File: config.mk
export PLATFORM = sky130hd
export DESIGN_NAME = forward_scoreboard_flat
export DESIGN_NICKNAME = d
export VERILOG_FILES = /design/src/rtl/cdim_fwd_pkg.sv /design/src/rtl/forward_scoreboard_if.sv /design/src/rtl/forwarding_mux_n.sv /design/src/rtl/forward_scoreboard.sv /design/src/flat_wrapper.sv
export SDC_FILE = /design/constraint.sdc
export NUM_CORES = 1
export LEC_CHECK = 0
export CAP_MARGIN = 30
export CORE_UTILIZATION = 30
export DETAILED_ROUTE_END_ITERATION = 12
export PLACE_DENSITY = 0.58
export SLEW_MARGIN = 25
export SYNTH_ARGS = -nofsm -noshare
export SYNTH_HDL_FRONTEND = slang
export SYNTH_SLANG_ARGS = --single-unit
File: constraint.sdc
create_clock -name clk -period 5.14 [get_ports clk]
set_input_delay 1.285 -clock clk [delete_from_list [all_inputs] [get_ports clk]]
set_output_delay 1.285 -clock clk [all_outputs]
set_load 0.02 [all_outputs]
File: src/rtl/cdim_fwd_pkg.sv
// Shared types for the Decode operand-bypass and issue-hazard unit.
package cdim_fwd_pkg;
  localparam int unsigned REG_AW = 5;
  localparam int unsigned DATA_W = 32;
  localparam int unsigned LAT_W  = 3;

  typedef logic [REG_AW-1:0] reg_addr_t;
  typedef logic [LAT_W-1:0]  lat_t;

  typedef struct packed {
    logic              wen;
    reg_addr_t         waddr;
    logic [DATA_W-1:0] wdata;
  } fw_entry_t;
endpackage

File: src/rtl/forward_scoreboard_if.sv
// Decode-side bundle: operand reads, destinations, forwarding entries and grant.
interface forward_scoreboard_if
  import cdim_fwd_pkg::*;
#(
  parameter int unsigned LANES  = 2,
  parameter int unsigned SRCS   = 2,
  parameter int unsigned STAGES = 2,
  parameter int unsigned DW     = 32,
  parameter int unsigned LAT_W  = 3
);
  logic                           flush;
  logic [LANES-1:0]               D_valid;
  logic [LANES*SRCS*REG_AW-1:0]   D_src_addr;
  logic [LANES*SRCS*DW-1:0]       D_src_data;
  logic [LANES*SRCS*DW-1:0]       D_src_value;
  logic [LANES-1:0]               D_dst_wen;
  logic [LANES*REG_AW-1:0]        D_dst_addr;
  logic [LANES*LAT_W-1:0]         D_dst_lat;
  logic                           D_fire;
  logic [STAGES*LANES-1:0]        fw_wen;
  logic [STAGES*LANES*REG_AW-1:0] fw_waddr;
  logic [STAGES*LANES*DW-1:0]     fw_wdata;
  logic [LANES-1:0]               issue_ok;
  logic                           D_stall;

  modport master (
    output flush, D_valid, D_src_addr, D_src_data, D_dst_wen, D_dst_addr,
           D_dst_lat, D_fire, fw_wen, fw_waddr, fw_wdata,
    input  D_src_value, issue_ok, D_stall
  );

  modport slave (
    input  flush, D_valid, D_src_addr, D_src_data, D_dst_wen, D_dst_addr,
           D_dst_lat, D_fire, fw_wen, fw_waddr, fw_wdata,
    output D_src_value, issue_ok, D_stall
  );
endinterface

File: src/rtl/forwarding_mux_n.sv
// Priority bypass for one source operand: youngest stage first, higher lane within a stage.
module forwarding_mux_n
  import cdim_fwd_pkg::*;
#(
  parameter int unsigned STAGES = 2,
  parameter int unsigned LANES  = 2,
  parameter int unsigned DW     = 32
) (
  input  reg_addr_t                   addr_i,
  input  logic [DW-1:0]               rf_data_i,
  input  fw_entry_t [STAGES*LANES-1:0] ent_i,
  output logic [DW-1:0]               value_o
);

  // Walk from lowest to highest priority so the last hit is the youngest writer.
  always_comb begin
    value_o = rf_data_i;
    for (int s = int'(STAGES) - 1; s >= 0; s--) begin
      for (int l = 0; l < int'(LANES); l++) begin
        if (ent_i[s*int'(LANES)+l].wen && (ent_i[s*int'(LANES)+l].waddr == addr_i)) begin
          value_o = DW'(ent_i[s*int'(LANES)+l].wdata);
        end
      end
    end
    if (addr_i == '0) value_o = '0;
  end

endmodule

File: src/rtl/forward_scoreboard.sv
// Decode operand bypass plus per-register countdown scoreboard and prefix issue grant.
module forward_scoreboard
  import cdim_fwd_pkg::*;
#(
  parameter int unsigned LANES  = 2,
  parameter int unsigned SRCS   = 2,
  parameter int unsigned STAGES = 2,
  parameter int unsigned DW     = 32,
  parameter int unsigned NREG   = 32,
  parameter int unsigned LAT_W  = 3
) (
  input logic                 clk,
  input logic                 rst,
  forward_scoreboard_if.slave bus
);

  localparam int unsigned NENT = STAGES * LANES;

  fw_entry_t [NENT-1:0] ent;
  reg_addr_t            src_a [LANES][SRCS];
  reg_addr_t            dst_a [LANES];
  logic [LAT_W-1:0]     dst_l [LANES];
  logic [LAT_W-1:0]     cnt_q [NREG];
  logic [LAT_W-1:0]     cnt_d [NREG];
  logic [LANES-1:0]     lane_ok_c;
  logic [LANES-1:0]     issue_ok_c;

  always_comb begin
    for (int e = 0; e < int'(NENT); e++) begin
      ent[e].wen   = bus.fw_wen[e];
      ent[e].waddr = bus.fw_waddr[e*REG_AW +: REG_AW];
      ent[e].wdata = DATA_W'(bus.fw_wdata[e*DW +: DW]);
    end
    for (int j = 0; j < int'(LANES); j++) begin
      for (int s = 0; s < int'(SRCS); s++) begin
        src_a[j][s] = bus.D_src_addr[(j*int'(SRCS)+s)*REG_AW +: REG_AW];
      end
      dst_a[j] = bus.D_dst_addr[j*REG_AW +: REG_AW];
      dst_l[j] = bus.D_dst_lat[j*LAT_W +: LAT_W];
    end
  end

  for (genvar k = 0; k < int'(LANES * SRCS); k++) begin : g_mux
    forwarding_mux_n #(.STAGES(STAGES), .LANES(LANES), .DW(DW)) u_mux (
      .addr_i    (bus.D_src_addr[k*REG_AW +: REG_AW]),
      .rf_data_i (bus.D_src_data[k*DW +: DW]),
      .ent_i     (ent),
      .value_o   (bus.D_src_value[k*DW +: DW])
    );
  end

  // Per-lane hazards: busy sources, RAW on an older lane, and a second multi-cycle writer.
  always_comb begin
    for (int j = 0; j < int'(LANES); j++) begin
      lane_ok_c[j] = bus.D_valid[j];
      for (int s = 0; s < int'(SRCS); s++) begin
        if ((src_a[j][s] != '0) && (cnt_q[src_a[j][s]] != '0)) lane_ok_c[j] = 1'b0;
      end
      for (int i = 0; i < j; i++) begin
        if (bus.D_dst_wen[i] && (dst_a[i] != '0)) begin
          for (int s = 0; s < int'(SRCS); s++) begin
            if (src_a[j][s] == dst_a[i]) lane_ok_c[j] = 1'b0;
          end
          if (bus.D_dst_wen[j] && (dst_a[j] == dst_a[i]) && (dst_l[i] != '0)) lane_ok_c[j] = 1'b0;
        end
      end
    end
    issue_ok_c[0] = lane_ok_c[0];
    for (int j = 1; j < int'(LANES); j++) begin
      issue_ok_c[j] = issue_ok_c[j-1] & lane_ok_c[j];
    end
  end

  assign bus.issue_ok = issue_ok_c;
  assign bus.D_stall  = bus.D_valid[0] & ~issue_ok_c[0];

  // The count holds the stall cycles still owed, so a producer of latency L frees its readers L cycles after firing.
  always_comb begin
    for (int r = 0; r < int'(NREG); r++) begin
      cnt_d[r] = (cnt_q[r] != '0) ? cnt_q[r] - LAT_W'(1) : '0;
    end
    for (int l = 0; l < int'(LANES); l++) begin
      if (bus.D_fire && issue_ok_c[l] && bus.D_dst_wen[l] && (dst_a[l] != '0) && (dst_l[l] != '0)) begin
        cnt_d[dst_a[l]] = dst_l[l] - LAT_W'(1);
      end
    end
    cnt_d[0] = '0;
  end

  always_ff @(posedge clk) begin
    if (rst || bus.flush) begin
      for (int r = 0; r < int'(NREG); r++) cnt_q[r] <= '0;
    end else begin
      for (int r = 0; r < int'(NREG); r++) cnt_q[r] <= cnt_d[r];
    end
  end

endmodule

File: src/flat_wrapper.sv
// flat-port wrapper written by rule: the top's interface ports become plain ports
module forward_scoreboard_flat import cdim_fwd_pkg::*;
#(
  parameter int unsigned LANES  = 2,
  parameter int unsigned SRCS   = 2,
  parameter int unsigned STAGES = 2,
  parameter int unsigned DW     = 32,
  parameter int unsigned NREG   = 32,
  parameter int unsigned LAT_W  = 3
)
  (clk, rst, bus_flush, bus_D_valid, bus_D_src_addr, bus_D_src_data, bus_D_dst_wen, bus_D_dst_addr, bus_D_dst_lat, bus_D_fire, bus_fw_wen, bus_fw_waddr, bus_fw_wdata, bus_D_src_value, bus_issue_ok, bus_D_stall);
  forward_scoreboard_if #(.LANES(LANES), .SRCS(SRCS), .STAGES(STAGES), .DW(DW), .LAT_W(LAT_W)) bus_i ();
  input logic clk;
  input logic rst;
  input wire logic [$bits(bus_i.flush)-1:0] bus_flush;
  input wire logic [$bits(bus_i.D_valid)-1:0] bus_D_valid;
  input wire logic [$bits(bus_i.D_src_addr)-1:0] bus_D_src_addr;
  input wire logic [$bits(bus_i.D_src_data)-1:0] bus_D_src_data;
  input wire logic [$bits(bus_i.D_dst_wen)-1:0] bus_D_dst_wen;
  input wire logic [$bits(bus_i.D_dst_addr)-1:0] bus_D_dst_addr;
  input wire logic [$bits(bus_i.D_dst_lat)-1:0] bus_D_dst_lat;
  input wire logic [$bits(bus_i.D_fire)-1:0] bus_D_fire;
  input wire logic [$bits(bus_i.fw_wen)-1:0] bus_fw_wen;
  input wire logic [$bits(bus_i.fw_waddr)-1:0] bus_fw_waddr;
  input wire logic [$bits(bus_i.fw_wdata)-1:0] bus_fw_wdata;
  output wire logic [$bits(bus_i.D_src_value)-1:0] bus_D_src_value;
  output wire logic [$bits(bus_i.issue_ok)-1:0] bus_issue_ok;
  output wire logic [$bits(bus_i.D_stall)-1:0] bus_D_stall;
  assign bus_i.flush = bus_flush;
  assign bus_i.D_valid = bus_D_valid;
  assign bus_i.D_src_addr = bus_D_src_addr;
  assign bus_i.D_src_data = bus_D_src_data;
  assign bus_i.D_dst_wen = bus_D_dst_wen;
  assign bus_i.D_dst_addr = bus_D_dst_addr;
  assign bus_i.D_dst_lat = bus_D_dst_lat;
  assign bus_i.D_fire = bus_D_fire;
  assign bus_i.fw_wen = bus_fw_wen;
  assign bus_i.fw_waddr = bus_fw_waddr;
  assign bus_i.fw_wdata = bus_fw_wdata;
  assign bus_D_src_value = bus_i.D_src_value;
  assign bus_issue_ok = bus_i.issue_ok;
  assign bus_D_stall = bus_i.D_stall;
  forward_scoreboard #(.LANES(LANES), .SRCS(SRCS), .STAGES(STAGES), .DW(DW), .NREG(NREG), .LAT_W(LAT_W)) u_core (.clk(clk), .rst(rst), .bus(bus_i));
endmodule
# After elaboration in Yosys (flattened, before gate mapping)
# Memory sizes are Yosys's and may differ from the RTL's.
# Cells that the tools add are included.
# totals
n_memories	1
mem_bits_rw	96
inputBits	324
ff_bits	0
# mem_list
name	depth	width	rd	rd_clocked_by_memory_dff	wr	line_no	rtl
u_core.cnt_q	32	3	36	0	32	forward_scoreboard.sv:23	logic [LAT_W-1:0] cnt_q [NREG];
# op_classes
mux	103
n_addsub	34
eq_ne	19
n_bitwise	37
order_cmp	4
reduce_logical	82
# op_table
cell	count
$mux W32	20
$mux W3	66
$bwmux W96	2
$reduce_bool A3 Y1	38
$sub A3 B1 Y3 const B	34
$mux W96	1
$eq A5 B5 Y1	19
$mux W93	1
$logic_and A1 B1 Y1	33
$or A1 B1 Y1	32
$demux W3 S5	2
$reduce_bool A5 Y1	6
$logic_not A5 Y1	4
$ge A6 B6 Y1 const B	2
$lt A6 B1 Y1 const B	2
$not A5 Y6	2
$mux W1	11
$and A1 B1 Y1	2
$logic_or A1 B1 Y1	1
$not A1 Y1	1

# Longest topological paths before layout
# Gate-level depths: netlist (run 1).
# An unclocked memory read counts as a cell.
# logic_depth
word_depth	16
ltp_mapped	16
mapped_depth_nobuf	12

# By module
# Synthesis (run 1) repeated with hierarchy kept, for this count alone.
# unflattened
hier_cells	2558
hier_area_um2	17879.6
# modules_own_cells
module	n_inst	cells_each	area_per_inst_um2
forward_scoreboard	1	1206	9161.3
forwarding_mux_n	4	338	2179.6

# Least setup slack after synthesis (run 1)
# No wires, ideal clock.
# synth_path
kind	in2out
startpoint	in bus_D_src_addr[2]
endpoint	out bus_D_src_value[11]
path_stages	11
required_time_ns	3.855
setup_slack_ns	0.117
arrival_time_ns	3.738
cell_sequence	buf_2 buf_1 xor2_1 nor4_1 and3_1 clkbuf_1 buf_2 mux2i_1 a211oi_1 a21oi_1 a211oi_1
# synth_between
elab_chain_cells	7
# synth_lines
item	line_no	rtl
from (decl)	flat_wrapper.sv:17	input wire logic [$bits(bus_i.D_src_addr)-1:0] bus_D_src_addr;
$eq A5 B5 Y1	forwarding_mux_n.sv:20	if (ent_i[s*int'(LANES)+l].wen && (ent_i[s*int'(LANES)+l].waddr == addr_i)) begin
$logic_and A1 B1 Y1	forwarding_mux_n.sv:20	
$mux W32 (4 in a row)	forwarding_mux_n.sv:20	
$mux W32 *	forwarding_mux_n.sv:25	if (addr_i == '0) value_o = '0;
to (decl)	flat_wrapper.sv:26	output wire logic [$bits(bus_i.D_src_value)-1:0] bus_D_src_value;
# Every way passes the cells marked *; elsewhere a longest branch is shown, timed or not.

# Worst setup path in the final report (run 1)
# layout_path
startpoint	in bus_D_src_addr[0]
endpoint	out bus_D_src_value[0]
# Same word-level chain as after synthesis.

==> qor.yml, run 1 <==
status: "completed"
period_minus_slack_ns: 5.14
regToRegSetupSlack_ns: 1.67
dr.first_iter.drc_count: 1994
num_io_pins: 455
busiest_layer: "met2"
pwr-share-seq: 0.241
startpoint_type: "input port"
track_usage: 0.328
drv_slew: 0
yosysSeqAreaShare: 0.122
timing.rr.end: "u_core.cnt_q[31][1]"
r2r_cells: 10
clock_power_share: 0.243
cts_buffers: 9
gp_congestion: 0.993
ant_nets: 0
clkLatencyLatePin_ns: 0.38
avgViaCountPerCell: 5.89
crit_family: "buffers and inverters"
place_hpwl_mm: 65.8
synth-edff-count: 0
die_y_um: 227
power.share.combinational: 0.516
clock_sinks: 93
clock_path_buffers: 2
crit_end: "bus_D_src_value[0]"
grt_max_degree: 76
crit_buf_inv: 6
final_area_um2: 23300
maxCapViolCount: 0
crit_chain: "clkdlybuf4s50_1, buf_4, buf_12, xor2_1, nor4_1, and3_4, buf_12, a21oi_1, a211oi_2, buf_4, buf_4"
dieArea_um2: 51600
first_pass_iters: 5
grt_overflow: 0
clockRootBuffer: "clkbuf_16"
max-slew-margin-rel: 0.460
met1_usage: 0.396
avgSynthCellArea_um2: 7.09
grt_pass1_vias: 18400
yosysWarnings: 0
h-tree-depth: 3
syn_area_um2: 15200
hold_violations: 0
fmax_mhz: 195
cpMostUsedCell: "buf_4"
port-buffer-count: 454
crit_type: "in2out"
initial_core_util: 0.304
switching_share: 0.399
p_int_mw: 1.79
crit_required_ns: 3.86
startpoint: "bus_D_src_addr[0]"
yosysTopAreaCell: "a211oi_1"
worstMarginPinSlew_ns: 0.807
arrival_ns: 3.85
peakVddDrop_uv: 173
core_area_um2: 50100
hold_class: "reg2reg"
vias: 19900
cts_tree: "yes"
synthTopCellsByCount: "nor2_1 (332), a211oi_1 (274), a21oi_1 (216)"
grtUsageMet2: 0.544
drcViolationCount: 0
synthArstFlopShare: 0
period_share: 0.999
finalSetupViolations: 0
ys_ff_latch: 93
largestRegisters: "u_core.cnt_q x93"
path_clk_slew_ns: 0.07
wl_mm: 91.0
powerDensity_nw_per_um2: 128
fin_hold_ws_ns: 0.719
crit_fanout: 26
utilization: 0.465
end_kind: "primary output"
nNetsFinal: 3068
yosysTopAreaCellShare: 0.135
dieWidth_um: 227
syn-num-nets: 2535
yosysMostFrequentCell: "nor2_1"
grt_use_met3: 0.0539
skew_ns: 0.0127
critical_path_depth: 11
areaGrowthSynthToFinish_pct: 52.9
r2r_start: "u_core.cnt_q[10][2]"
slowest_delay_ns: 0.43
grt_pass1_wl_mm: 125
antenna_found_initial: 28
yosys-top-cells-area: "a211oi_1 (14%), mux2i_1 (13%), dfxtp_1 (12%), nor2_1 (8.2%), a21oi_1 (7.1%)"
largest_reg_flops: 93
routedWlPerCell_um: 26.9
p_sw_mw: 1.19
syn_inst: 2145
cp_slowest_cell: "a211oi_2"
drive_above_1_share: 0.228
ys.flop_type: "dfxtp_1"
synth.distinct_cells: 67
leakagePower_nw: 9.24
dpl_cell_area_um2: 22100
regMostFlops: "u_core.cnt_q"
rows: 82
==> what timing repair did <==
action	CTS	global route
endpoints found under the setup margin	127	122
setup buffers	10	12
resized for setup	486	130
hold buffers	0	0
pin swaps	36	33
cloned	8	8
==> per-stage QoR <==
step | std cells | power [mW] | setup TNS, ns | setup slack, ns
after floorplan | 2145 | 1.37 | 0 | 0.117
after global placement | 3302 | 2.25 | -56.28 | -0.784
after detailed placement | 3302 | 2.25 | -54.13 | -0.777
after CTS | 3336 | 2.94 | -0.00895 | -0.00476
after global routing | 3379 | 3.08 | -1.24 | -0.111
final | 3382 | 2.98 | 0 | 0.00335
==> power groups by stage <==
| stage | clock (mW) | sequential, mW | combinational, mW |
|---|---|---|---|
| floorplan | 0 | 0.737 | 0.632 |
| global placement | 0 | 0.738 | 1.51 |
| detailed placement | 0 | 0.738 | 1.51 |
| CTS | 0.732 | 0.721 | 1.49 |
| global route | 0.749 | 0.721 | 1.61 |
| finish | 0.725 | 0.721 | 1.54 |
==> routing by layer <==
layer | wire length, um | vias to the layer above
li1 | - | 8994
met4 | 5140 | 8
met5 | 46 | -
met3 | 7430 | 230
met2 | 43300 | 1108
met1 | 35100 | 9595
==> kinds of logic after synthesis <==
kind of cell	after synthesis	share of synthesized area
fa+ha+maj	66	0.0543
flops	93	0.122
mux	255	0.180
compound gates	635	0.271
xor+xnor	96	0.0553
buf+inv	300	0.0825
simple gates	700	0.234
==> cells in the final DEF, fill, tap and decap left out, types with 13 or more instances in the layout <==
cell / netlist / final
nor2_1: 332 / 329
clkdlybuf4s50_1: 0 / 299
buf_4: 1 / 235
a21oi_1: 216 / 215
a211oi_1: 274 / 209
mux2i_1: 204 / 203
dfxtp_1: 93 / 93
inv_1: 80 / 80
nor3_1: 80 / 80
xor2_1: 75 / 74
ha_1: 66 / 66
o21ai_0: 65 / 65
a211oi_2: 0 / 65
or3_1: 60 / 60
buf_2: 41 / 56
buf_12: 0 / 49
mux2_2: 40 / 40
and2_1: 34 / 34
nand4_1: 31 / 31
diode_2: 0 / 27
or2_2: 25 / 24
dlygate4sd2_1: 0 / 24
nor4_1: 34 / 23
clkdlybuf4s15_2: 0 / 21
xnor2_1: 21 / 20
o311a_1: 18 / 18
nor3b_1: 16 / 16
o21ai_1: 16 / 16
clkbuf_16: 0 / 16
clkbuf_2: 1 / 16
nand2_1: 14 / 14
nor4_2: 3 / 13
==> worst reg2reg max path, delay by kind of cell, from the launching register on <==
family / cells / cell delay [ns]
flops: 1 / 0.34
simple gates: 5 / 2.08
mux: 1 / 0.40
buf+inv: 2 / 0.26
compound gates: 2 / 0.33
==> worst min path at each step <==
| stage | from | endpoint | slack (ns) | depth (start not counted) |
|---|---|---|---|---|
| after floorplan | u_core.cnt_q[15][0] | u_core.cnt_q[15][0] | 0.65 | 3 |
| after global placement | u_core.cnt_q[3][0] | u_core.cnt_q[3][0] | 0.67 | 3 |
| after detailed placement | u_core.cnt_q[4][2] | u_core.cnt_q[4][1] | 0.70 | 4 |
| after CTS | u_core.cnt_q[8][2] | u_core.cnt_q[8][1] | 0.71 | 4 |
| after global routing | u_core.cnt_q[8][2] | u_core.cnt_q[8][1] | 0.77 | 4 |
| final | u_core.cnt_q[4][2] | u_core.cnt_q[4][1] | 0.72 | 4 |
==> cell type report <==
cell class                      instances  area (um2)
Antenna cell                           27        67.6
Clock buffer                            9         225
Clock inverter                          7        82.6
Fill cell                            5051       26800
Inverter                               81         309
Multi-Input combinational cell       1752       12700
Sequential cell                        93        1860
Tap cell                              672         841
Timing Repair Buffer                  741        7220
Power figures use the tool's default switching activity.
==> run 2, diff against run 1 <==
Settings changed: CAP_MARGIN 30 to 10.
==> run 2 against run 1 <==
Worst setup slack lost 0.0027 ns. First-iteration DRC count shrank 4.7%. Global-route usage stayed put. Critical path depth unchanged. Non-clock buffer count down 1. Cell area about the same. Clock power about the same. Final cell count about the same. Sequential cell count stayed put.
==> qor.yml, run 2 (synthesized netlist as in run 1, its figures left out) <==
nNetsFinal: 3067  # -0.033%
regToRegSetupSlack_ns: 1.66  # about the same
dpl_cell_area_um2: 22100  # unchanged
multi_input_area_um2: 12700  # unchanged
r2r_start: "u_core.cnt_q[28][2]"
final_common_cell: "nor2_1"
hold_class: "reg2reg"
dieArea_um2: 51600  # unchanged
register_area_um2: 1860  # unchanged
worst_slack_ns: 0.000633  # -0.00271 ns
powerDensity_nw_per_um2: 128  # about the same
first_pass_iters: 5  # unchanged
clockRootBuffer: "clkbuf_16"
routedWlPerCell_um: 26.9  # about the same
grt_overflow: 0  # unchanged
period_share: 1.00  # about the same
cts_buffers: 9  # unchanged
maxCapViolCount: 0  # unchanged
cts_hold_buf: 0  # unchanged
holdPathEnd: "u_core.cnt_q[15][0]"
areaGrowthSynthToFinish_pct: 52.8  # about the same
finalSetupViolations: 0  # unchanged
timing.rr.end: "u_core.cnt_q[31][1]"
grt_max_degree: 76  # unchanged
drv_slew: 0  # unchanged
pre_cts_ws_ns: -0.777  # unchanged
final_area_um2: 23200  # about the same
leakagePower_nw: 9.23  # -0.11%
min_path_cells: 3  # -1
largestRegisters: "u_core.cnt_q x93"
grt_pass1_wl_mm: 125  # unchanged
place_inst: 3302  # unchanged
h-tree-depth: 3  # unchanged
num_io_pins: 455  # unchanged
num-fill-cells: 5053  # +0.040%
largest_reg_flops: 93  # unchanged
rows: 82  # unchanged
path_clk_slew_ns: 0.07  # about the same
dieWidth_um: 227  # unchanged
end_kind: "primary output"
arrival_ns: 3.85  # about the same
core_area_um2: 50100  # unchanged
drcViolationCount: 0  # unchanged
vias: 19800  # -0.45%
port-buffer-count: 454  # unchanged
clock_sinks: 93  # unchanged
crit_fanout: 26  # unchanged
r2r_cells: 11  # +1
status: "completed"
ant_nets: 0  # unchanged
tns_ns: 0  # unchanged
crit_required_ns: 3.86  # about the same
worstMarginPinSlew_ns: 0.990  # +0.183 ns
period_minus_slack_ns: 5.14  # +0.00271 ns
drive_above_1_share: 0.228  # -0.000288
antenna_found_initial: 28  # unchanged
grt_pass1_vias: 18400  # unchanged
track_usage: 0.328  # unchanged
min-delay-start: "u_core.cnt_q[15][0]"
crit_type: "in2out"
utilization: 0.464  # about the same
max-slew-margin-rel: 0.340  # -0.121
wl_mm: 91.0  # about the same
clkLatencyLatePin_ns: 0.38  # about the same
clock_path_buffers: 2  # unchanged
dr.first_iter.drc_count: 1901  # -4.7%
regMostFlops: "u_core.cnt_q"
fin_cells: 3381  # -0.030%
final_cell_mix: "nor2_1 (329), clkdlybuf4s50_1 (299), buf_4 (235)"
fin_hold_ws_ns: 0.715  # -0.00330 ns
gp_congestion: 0.993  # unchanged
peakVddDrop_uv: 174  # +0.41%
p_total_mw: 2.98  # about the same
fmax_mhz: 195  # about the same
place_hpwl_mm: 65.8  # unchanged
startpoint_type: "input port"
cts_tree: "yes"
avgViaCountPerCell: 5.87  # -0.42%
initial_core_util: 0.304  # unchanged
skew_ns: 0.0142  # +0.00151 ns
hold_violations: 0  # unchanged
die_y_um: 227  # unchanged
==> run 2: changes by cell type in the layout (fill, tap and decap cells not counted) <==
cell | previous run | this run
buf_12 | 49 | 48
==> run 2: layout make-up <==
| type | instances | share of cell area |
|---|---|---|
| timing repair buffer | 740 | 0.310 |
| tap | 672 | 0.0362 |
| inverter | 81 | 0.0133 |
| multi-input combinational | 1752 | 0.545 |
| clock buffer | 9 | 0.00969 |
| antenna | 27 | 0.00291 |
| sequential | 93 | 0.0801 |
| clock inverter | 7 | 0.00355 |
==> run 2: routing by layer <==
layer | up-vias | GRT usage | wire length (um) | part of all wire
met5 | - | 0 | 46 | 0.00051
met4 | 8 | 0.199 | 5220 | 0.057
met3 | 224 | 0.0539 | 7230 | 0.079
met2 | 1064 | 0.544 | 43200 | 0.48
met1 | 9559 | 0.396 | 35300 | 0.39
li1 | 8991 | - | - | -
==> run 2: worst max-delay path by stage <==
stage | from | end | slack, ns | depth (start not counted)
after floorplan | bus_D_src_addr[2] | bus_D_src_value[11] | 0.12 | 11
after global placement | bus_D_src_addr[7] | bus_D_src_value[32] | -0.78 | 11
after detailed placement | bus_D_src_addr[7] | bus_D_src_value[32] | -0.78 | 11
after CTS | bus_D_src_addr[8] | bus_D_src_value[46] | -0.005 | 13
after global routing | bus_D_src_addr[8] | bus_D_src_value[50] | -0.11 | 12
final | bus_D_src_addr[0] | bus_D_src_value[0] | 0.0006 | 11
==> run 2: critical path: stages <==
cell             delay [ns]
clkdlybuf4s50_1        0.40
buf_4                  0.17
buf_12                 0.13
xor2_1                 0.15
nor4_1                 0.31
and3_4                 0.33
buf_12                 0.21
a21oi_1                0.11
a211oi_2               0.44
buf_4                  0.19
buf_4                  0.13
==> run 2: repair_timing <==
item	CTS	global route
setup endpoints to repair	127	122
hold endpoints to repair	0	0
setup buffers	10	12
pin swaps	36	33
gates resized for setup	486	130
gates cloned	8	8
==> run 2: where the power goes <==
group          total, mW  switching [mW]  internal, mW
sequential         0.721        0.000552         0.720
clock              0.726           0.341         0.384
combinational       1.54           0.850         0.687
